==> config.mk <==
export PLATFORM = sky130hd
export DESIGN_NAME = vga_plot_arbiter_flat
export DESIGN_NICKNAME = d
export VERILOG_FILES = /design/src/rtl/vga_pkg.sv /design/src/rtl/vga_plot_arbiter_if.sv /design/src/rtl/rr_picker.sv /design/src/rtl/vga_plot_arbiter.sv /design/src/flat_wrapper.sv
export SDC_FILE = /design/constraint.sdc
export NUM_CORES = 1
export LEC_CHECK = 0
export CAP_MARGIN = 15
export CORE_MARGIN = 5
export CORE_UTILIZATION = 47
export DETAILED_ROUTE_END_ITERATION = 16
export PLACE_DENSITY = 0.87
export SLEW_MARGIN = 20
export SYNTH_ARGS = -nofsm -noshare
export SYNTH_HDL_FRONTEND = slang
export SYNTH_SLANG_ARGS = --single-unit
export TNS_END_PERCENT = 50
==> constraint.sdc <==
create_clock -name clock -period 4.6 [get_ports clock]
set_input_delay 1.38 -clock clock [delete_from_list [all_inputs] [get_ports clock]]
set_output_delay 1.38 -clock clock [all_outputs]
set_load 0.02 [all_outputs]
==> src/rtl/vga_pkg.sv <==
// vga_pkg: shared widths, screen geometry and arbiter state type for the VGA
// plot arbiter slice.
//   X_W / Y_W / COLOUR_W : pixel coordinate and colour widths.
//   SCREEN_W / SCREEN_H  : visible area; coordinates at or beyond are off-screen.
//   arb_state_t          : arbiter FSM state encoding.
//   idx_width()          : width of an index into N requesters (minimum 1).
package vga_pkg;

    localparam int unsigned X_W      = 8;
    localparam int unsigned Y_W      = 7;
    localparam int unsigned COLOUR_W = 3;

    localparam int unsigned SCREEN_W = 160;
    localparam int unsigned SCREEN_H = 120;

    typedef enum logic [0:0] {
        S_idle  = 1'b0,
        S_grant = 1'b1
    } arb_state_t;

    function automatic int unsigned idx_width(input int unsigned n);
        return (n > 1) ? $clog2(n) : 1;
    endfunction

endpackage

==> src/rtl/vga_plot_arbiter_if.sv <==
// vga_plot_arbiter_if: bundle between the pixel requesters, the arbiter and
// the VGA adapter.
//   req, x_in, y_in, colour_in : per-requester request/beat-valid and packed pixel.
//   gnt, busy                  : one-hot registered grant and grant-held flag.
//   vga_x, vga_y, vga_colour   : registered pixel towards the adapter.
//   vga_plot                   : adapter write enable.
//   oob_flag                   : sticky out-of-bounds indicator.
// Modports: master = requester/adapter side, slave = arbiter side.
interface vga_plot_arbiter_if #(
    parameter int unsigned N_REQ = 3
);

    logic [N_REQ-1:0]                   req;
    logic [N_REQ*vga_pkg::X_W-1:0]      x_in;
    logic [N_REQ*vga_pkg::Y_W-1:0]      y_in;
    logic [N_REQ*vga_pkg::COLOUR_W-1:0] colour_in;
    logic [N_REQ-1:0]                   gnt;
    logic                               busy;
    logic [vga_pkg::X_W-1:0]            vga_x;
    logic [vga_pkg::Y_W-1:0]            vga_y;
    logic [vga_pkg::COLOUR_W-1:0]       vga_colour;
    logic                               vga_plot;
    logic                               oob_flag;

    modport master (
        output req, x_in, y_in, colour_in,
        input  gnt, busy, vga_x, vga_y, vga_colour, vga_plot, oob_flag
    );

    modport slave (
        input  req, x_in, y_in, colour_in,
        output gnt, busy, vga_x, vga_y, vga_colour, vga_plot, oob_flag
    );

endinterface

==> src/rtl/rr_picker.sv <==
// rr_picker: combinational round-robin select.
//   req        : per-requester request vector.
//   rr_ptr     : highest-priority requester index for this round.
//   winner     : one-hot winner (all zero when nothing requests).
//   winner_idx : binary index of the winner.
//   any_req    : at least one request is present.
module rr_picker
    import vga_pkg::*;
#(
    parameter int unsigned N_REQ = 3,
    parameter int unsigned IDX_W = idx_width(N_REQ)
) (
    input  logic [N_REQ-1:0] req,
    input  logic [IDX_W-1:0] rr_ptr,
    output logic [N_REQ-1:0] winner,
    output logic [IDX_W-1:0] winner_idx,
    output logic             any_req
);

    logic [IDX_W-1:0] cand;

    // Scan starting at rr_ptr, wrapping modulo N_REQ; first hit wins.
    always_comb begin
        winner     = '0;
        winner_idx = '0;
        any_req    = 1'b0;
        cand       = '0;
        for (int unsigned i = 0; i < N_REQ; i++) begin
            cand = IDX_W'((32'(rr_ptr) + i) % N_REQ);
            if (!any_req && req[cand]) begin
                any_req      = 1'b1;
                winner[cand] = 1'b1;
                winner_idx   = cand;
            end
        end
    end

endmodule

==> src/rtl/vga_plot_arbiter.sv <==
// vga_plot_arbiter: round-robin arbiter granting exclusive access to the VGA
// adapter write port, with a per-grant burst limit.
//   clock : sole clock, rising edge.
//   reset : asynchronous, active-high.
//   bus   : vga_plot_arbiter_if.slave (requests/pixels in, grant and VGA pixel out).
// Parameters: N_REQ requesters, BURST_MAX accepted beats per grant (1..256).
// Optional feature: define PLOT_BOUNDS_CHECK_EN to suppress plotting of beats
// with x >= SCREEN_W or y >= SCREEN_H and raise a sticky oob_flag instead.
module vga_plot_arbiter
    import vga_pkg::*;
#(
    parameter int unsigned N_REQ     = 3,
    parameter int unsigned BURST_MAX = 64
) (
    input  logic               clock,
    input  logic               reset,
    vga_plot_arbiter_if.slave  bus
);

    localparam int unsigned IDX_W     = idx_width(N_REQ);
    localparam logic [7:0]  LAST_BEAT = 8'(BURST_MAX - 1);

    arb_state_t           state;
    logic [IDX_W-1:0]     rr_ptr;
    logic [IDX_W-1:0]     owner;
    logic [7:0]           counter;
    logic [N_REQ-1:0]     grant;
    logic                 busy_reg;
    logic [X_W-1:0]       pix_x;
    logic [Y_W-1:0]       pix_y;
    logic [COLOUR_W-1:0]  pix_colour;
    logic                 plot;

    logic [N_REQ-1:0]     pick_onehot;
    logic [IDX_W-1:0]     pick_idx;
    logic                 pick_any;

    logic                 owner_req;
    logic                 owner_gnt;
    logic [X_W-1:0]       beat_x;
    logic [Y_W-1:0]       beat_y;
    logic [COLOUR_W-1:0]  beat_colour;
    logic                 accept;
    logic                 beat_oob;
    logic                 leave;
    logic [IDX_W-1:0]     next_ptr;

    rr_picker #(
        .N_REQ (N_REQ),
        .IDX_W (IDX_W)
    ) u_rr_picker (
        .req        (bus.req),
        .rr_ptr     (rr_ptr),
        .winner     (pick_onehot),
        .winner_idx (pick_idx),
        .any_req    (pick_any)
    );

    // Select the owner's request, grant bit and pixel fields.
    always_comb begin
        owner_req   = 1'b0;
        owner_gnt   = 1'b0;
        beat_x      = '0;
        beat_y      = '0;
        beat_colour = '0;
        for (int unsigned i = 0; i < N_REQ; i++) begin
            if (owner == IDX_W'(i)) begin
                owner_req   = bus.req[i];
                owner_gnt   = grant[i];
                beat_x      = bus.x_in[i*X_W +: X_W];
                beat_y      = bus.y_in[i*Y_W +: Y_W];
                beat_colour = bus.colour_in[i*COLOUR_W +: COLOUR_W];
            end
        end
    end

    // grant is only non-zero in S_grant, so this also qualifies on state.
    assign accept   = owner_req & owner_gnt;
    // Release on a dropped request, or after the last beat of the burst is taken.
    assign leave    = !owner_req || (accept && (counter == LAST_BEAT));
    assign next_ptr = (owner == IDX_W'(N_REQ - 1)) ? '0 : owner + 1'b1;

`ifdef PLOT_BOUNDS_CHECK_EN
    logic oob_sticky;

    assign beat_oob = (beat_x >= X_W'(SCREEN_W)) || (beat_y >= Y_W'(SCREEN_H));

    always_ff @(posedge clock or posedge reset) begin
        if (reset) begin
            oob_sticky <= 1'b0;
        end else if (accept && beat_oob) begin
            oob_sticky <= 1'b1;
        end
    end

    assign bus.oob_flag = oob_sticky;
`else
    assign beat_oob     = 1'b0;
    assign bus.oob_flag = 1'b0;
`endif

    always_ff @(posedge clock or posedge reset) begin
        if (reset) begin
            state      <= S_idle;
            rr_ptr     <= '0;
            owner      <= '0;
            counter    <= '0;
            grant      <= '0;
            busy_reg   <= 1'b0;
            pix_x      <= '0;
            pix_y      <= '0;
            pix_colour <= '0;
            plot       <= 1'b0;
        end else begin
            plot <= 1'b0;
            // An off-screen beat is consumed and counted but leaves the pixel alone.
            if (accept && !beat_oob) begin
                pix_x      <= beat_x;
                pix_y      <= beat_y;
                pix_colour <= beat_colour;
                plot       <= 1'b1;
            end

            case (state)
                S_idle: begin
                    if (pick_any) begin
                        state    <= S_grant;
                        owner    <= pick_idx;
                        grant    <= pick_onehot;
                        busy_reg <= 1'b1;
                        counter  <= '0;
                    end
                end
                S_grant: begin
                    if (accept) begin
                        counter <= counter + 8'd1;
                    end
                    // Always pass through S_idle so every grant has a gap cycle.
                    if (leave) begin
                        state    <= S_idle;
                        grant    <= '0;
                        busy_reg <= 1'b0;
                        rr_ptr   <= next_ptr;
                    end
                end
                default: begin
                    state    <= S_idle;
                    grant    <= '0;
                    busy_reg <= 1'b0;
                end
            endcase
        end
    end

    assign bus.gnt        = grant;
    assign bus.busy       = busy_reg;
    assign bus.vga_x      = pix_x;
    assign bus.vga_y      = pix_y;
    assign bus.vga_colour = pix_colour;
    assign bus.vga_plot   = plot;

endmodule

==> src/flat_wrapper.sv <==
// flat-port wrapper written by rule: the top's interface ports become plain ports
module vga_plot_arbiter_flat import vga_pkg::*;
#(
    parameter int unsigned N_REQ     = 3,
    parameter int unsigned BURST_MAX = 64
)
  (clock, reset, bus_req, bus_x_in, bus_y_in, bus_colour_in, bus_gnt, bus_busy, bus_vga_x, bus_vga_y, bus_vga_colour, bus_vga_plot, bus_oob_flag);
  vga_plot_arbiter_if #(.N_REQ(N_REQ)) bus_i ();
  input  logic clock;
  input  logic reset;
  input wire logic [$bits(bus_i.req)-1:0] bus_req;
  input wire logic [$bits(bus_i.x_in)-1:0] bus_x_in;
  input wire logic [$bits(bus_i.y_in)-1:0] bus_y_in;
  input wire logic [$bits(bus_i.colour_in)-1:0] bus_colour_in;
  output wire logic [$bits(bus_i.gnt)-1:0] bus_gnt;
  output wire logic [$bits(bus_i.busy)-1:0] bus_busy;
  output wire logic [$bits(bus_i.vga_x)-1:0] bus_vga_x;
  output wire logic [$bits(bus_i.vga_y)-1:0] bus_vga_y;
  output wire logic [$bits(bus_i.vga_colour)-1:0] bus_vga_colour;
  output wire logic [$bits(bus_i.vga_plot)-1:0] bus_vga_plot;
  output wire logic [$bits(bus_i.oob_flag)-1:0] bus_oob_flag;
  assign bus_i.req = bus_req;
  assign bus_i.x_in = bus_x_in;
  assign bus_i.y_in = bus_y_in;
  assign bus_i.colour_in = bus_colour_in;
  assign bus_gnt = bus_i.gnt;
  assign bus_busy = bus_i.busy;
  assign bus_vga_x = bus_i.vga_x;
  assign bus_vga_y = bus_i.vga_y;
  assign bus_vga_colour = bus_i.vga_colour;
  assign bus_vga_plot = bus_i.vga_plot;
  assign bus_oob_flag = bus_i.oob_flag;
  vga_plot_arbiter #(.N_REQ(N_REQ), .BURST_MAX(BURST_MAX)) u_core (.clock(clock), .reset(reset), .bus(bus_i));
endmodule
==> flow_metrics.py <==
metrics = {
    "placed_design": {
        "hpwlAfterDp_mm": 4.11,
        "io_buffers": 81,
        "gp_congestion": 0.839,
    },
    "setup_path": {
        "crit_required_ns": 4.78,
        "worst_path_most_repeated_cell": "mux2_2",
        "worstPathMaxFanout": 14,
        "rr_worst_depth": 5,
        "path_cells": "clkdlybuf4s50_1, mux2_2, mux2_2, o31ai_4, a21oi_1, a31o_2",
        "crit_type": "input port to flip-flop",
        "end_kind": "flip-flop",
        "start_kind": "input port",
        "cpPeakStageDelay_ns": 0.57,
        "slowest_stage": "o31ai_4",
        "cp.arrival_ns": 3.42,
    },
    "drt": {
        "wl_per_cell_um": 14.6,
        "drt_first_iter_violations": 92,
        "num_vias": 1991,
        "drc": 0,
        "antenna_left": 0,
        "firstDrtPassIters": 4,
        "wl_mm": 5.39,
        "vias_per_cell": 5.40,
    },
    "logic_synthesis": {
        "yosysTopAreaCell": "dfrtp_1",
        "yosys_warnings": 0,
        "synth_area_per_cell_sq_um": 8.99,
        "seq_area_frac_synth_pct": 41.9,
        "synth_area_sq_mm": 0.00215,
        "post-synth-top-count-cell": "dfrtp_1",
        "synthTopCellsByCount": "36 x dfrtp_1, 26 x nand2_1, 25 x nor2_1, 25 x o21ai_0, 24 x mux2i_1",
        "yosys-top-cells-area": "dfrtp_1 42%, mux2i_1 11%, o21ai_0 5.8%",
        "netlist.area_leader.share_pct": 41.9,
        "ys_ff_latch": 36,
        "yosys_most_used_dff": "dfrtp_1",
        "synthArstFlopShare_pct": 100,
        "synthCells": 239,
        "synth_edf_count": 0,
        "synth.distinct_cells": 41,
        "synthesis.nets": 303,
    },
    "clock_tree": {
        "clk_pin_slew_ns": 0.07,
        "cts_tree": "built",
        "cts_made_buffers": 5,
        "ctsResizeCount": 0,
        "clk_latency_ns": 0.28,
        "cts_buffer_depth": 2,
        "cts-root-buf": "clkbuf_8",
        "cts_hold_buf": 0,
        "cts-htree-levels": 2,
        "cts.sinks": 36,
        "cts_setup_buffers": 0,
    },
    "global_routing": {
        "track_usage_pct": 18.3,
        "grt_overflow": 0,
        "grt_pass1_wl_mm": 9.00,
        "grt_pass1_vias": 1938,
        "antenna_found_initial": 0,
        "grt_max_degree": 40,
    },
    "sta": {
        "maxSlewViolCount": 0,
        "finalSetupTns_ns": 0,
        "setup_viol_count_final": 0,
        "max_slew.worst_pin.slew_ns": 0.855,
        "grt_setup_unrepaired": "false",
        "max_freq_mhz": 308,
        "skew_ns": 0.00722,
        "min_period_ns": 3.24,
        "final_hold_viol_count": 0,
        "period_share_pct": 70.5,
        "maxSlewHeadroom_pct": 43.0,
    },
    "outcome": {
        "status": "finished clean",
    },
    "die": {
        "die_h_um": 77.6,
        "io_pins": 83,
        "die-width_um": 77.6,
        "rows": 24,
        "start_util_pct": 49.0,
        "die_area_sq_mm": 0.00603,
        "coreArea_sq_mm": 0.00438,
    },
    "power": {
        "pwr_density_cell_mw_per_mm2": 589,
        "fin_total_pwr_w": 0.00181,
        "p_leak_nw": 1.33,
        "ir_drop_mv": 0.300,
    },
    "final_layout": {
        "finalCoreUtilization_pct": 70.1,
        "final_layout_size_suffix_gt1_share_pct": 6.94,
        "num_antenna_cells": 0,
        "final_nets": 380,
        "area_growth_pct": 42.9,
    },
    "hold_path": {
        "min_path_type": "flip-flop to flip-flop",
        "whs_path_depth": 2,
    },
    "run": {
        "maxCapViolCount": 0,
    },
}
==> through the flow <==
step / instances / instance area, sq um / setup WS [ns] / hold slack (ns)
6_report: 369 / 3070 / 1.36 / 0.482
5_1_grt: 369 / 3070 / 1.27 / 0.509
4_1_cts: 369 / 3070 / 1.39 / 0.488
3_5_place_dp: 361 / 2980 / 1.09 / 0.472
3_3_place_gp: 361 / 2980 / 1.18 / 0.461
2_1_floorplan: 239 / 2150 / 1.94 / 0.474
==> routing by layer <==
| layer | vias to the layer above | track usage (%) | share of wire [%] | routed length, um |
|---|---|---|---|---|
| met5 | - | 0 | 0 | 0 |
| met4 | 0 | 4.81 | 1.4 | 74 |
| met3 | 8 | 7.06 | 8.1 | 438 |
| met2 | 64 | 31.7 | 50 | 2710 |
| met1 | 930 | 20.9 | 40 | 2160 |
| li1 | 989 | - | - | - |
==> cell type report <==
cell class                      instances  area, sq um
Inverter                                9         33.8
Clock buffer                            6         82.6
Fill cell                             366         1310
Timing Repair Buffer                   85          841
Clock inverter                          2         10.0
Multi-Input combinational cell        179         1140
Tap cell                               52         65.1
Sequential cell                        36          901
==> final timing paths <==
check	slack, ns	startpoint	to
worst min-delay path	0.48	u_core.bus.vga_x[4]$_DFFE_PP0P_	u_core.bus.vga_x[4]$_DFFE_PP0P_
min in group asynchronous	1.50	reset	u_core.bus.busy$_DFFE_PP0P_
max in group asynchronous	2.77	reset	u_core.rr_ptr[0]$_DFFE_PP0P_
worst min register to register	0.48	u_core.bus.vga_x[4]$_DFFE_PP0P_	u_core.bus.vga_x[4]$_DFFE_PP0P_
worst max register to register	2.08	u_core.owner[0]$_DFFE_PP0P_	u_core.counter[5]$_DFFE_PP0P_
worst max-delay path	1.36	bus_req[2]	u_core.bus.gnt[1]$_DFFE_PP0P_
==> worst max-delay path, delay by kind of cell <==
family | cells | cell delay, ns
AOI/OAI and AO/OA | 3 | 0.90
buffers and inverters | 1 | 0.50
muxes | 2 | 0.63
==> where the power goes <==
part | switching [W] | internal (W) | leakage [nW] | total (W)
Clock | 0.000111 | 0.000119 | 0.0510 | 0.000231
Sequential | 0.000113 | 0.000441 | 0.469 | 0.000554
Combinational | 0.000553 | 0.000472 | 0.809 | 0.00103
Total | 0.000777 | 0.00103 | 1.33 | 0.00181
==> layout by cell type, fill, tap and decap left out, types with 3 or more instances in the layout <==
cell	n
clkdlybuf4s50_1	81
dfrtp_1	36
nand2_1	26
nor2_1	25
o21ai_0	25
mux2i_1	24
a21oi_1	21
nand3_1	12
inv_1	9
clkbuf_8	6
ha_1	5
mux2_2	4
buf_4	4
nand2b_1	3
==> cell families after synthesis <==
kind of cell / synth area share (%)
compound gates: 19.6
xor+xnor: 0.815
fa+ha+maj: 2.91
buf+inv: 5.12
flops: 41.9
mux: 13.3
other cells: 0.174
simple gates: 16.2
Power figures use the tool's default switching activity.
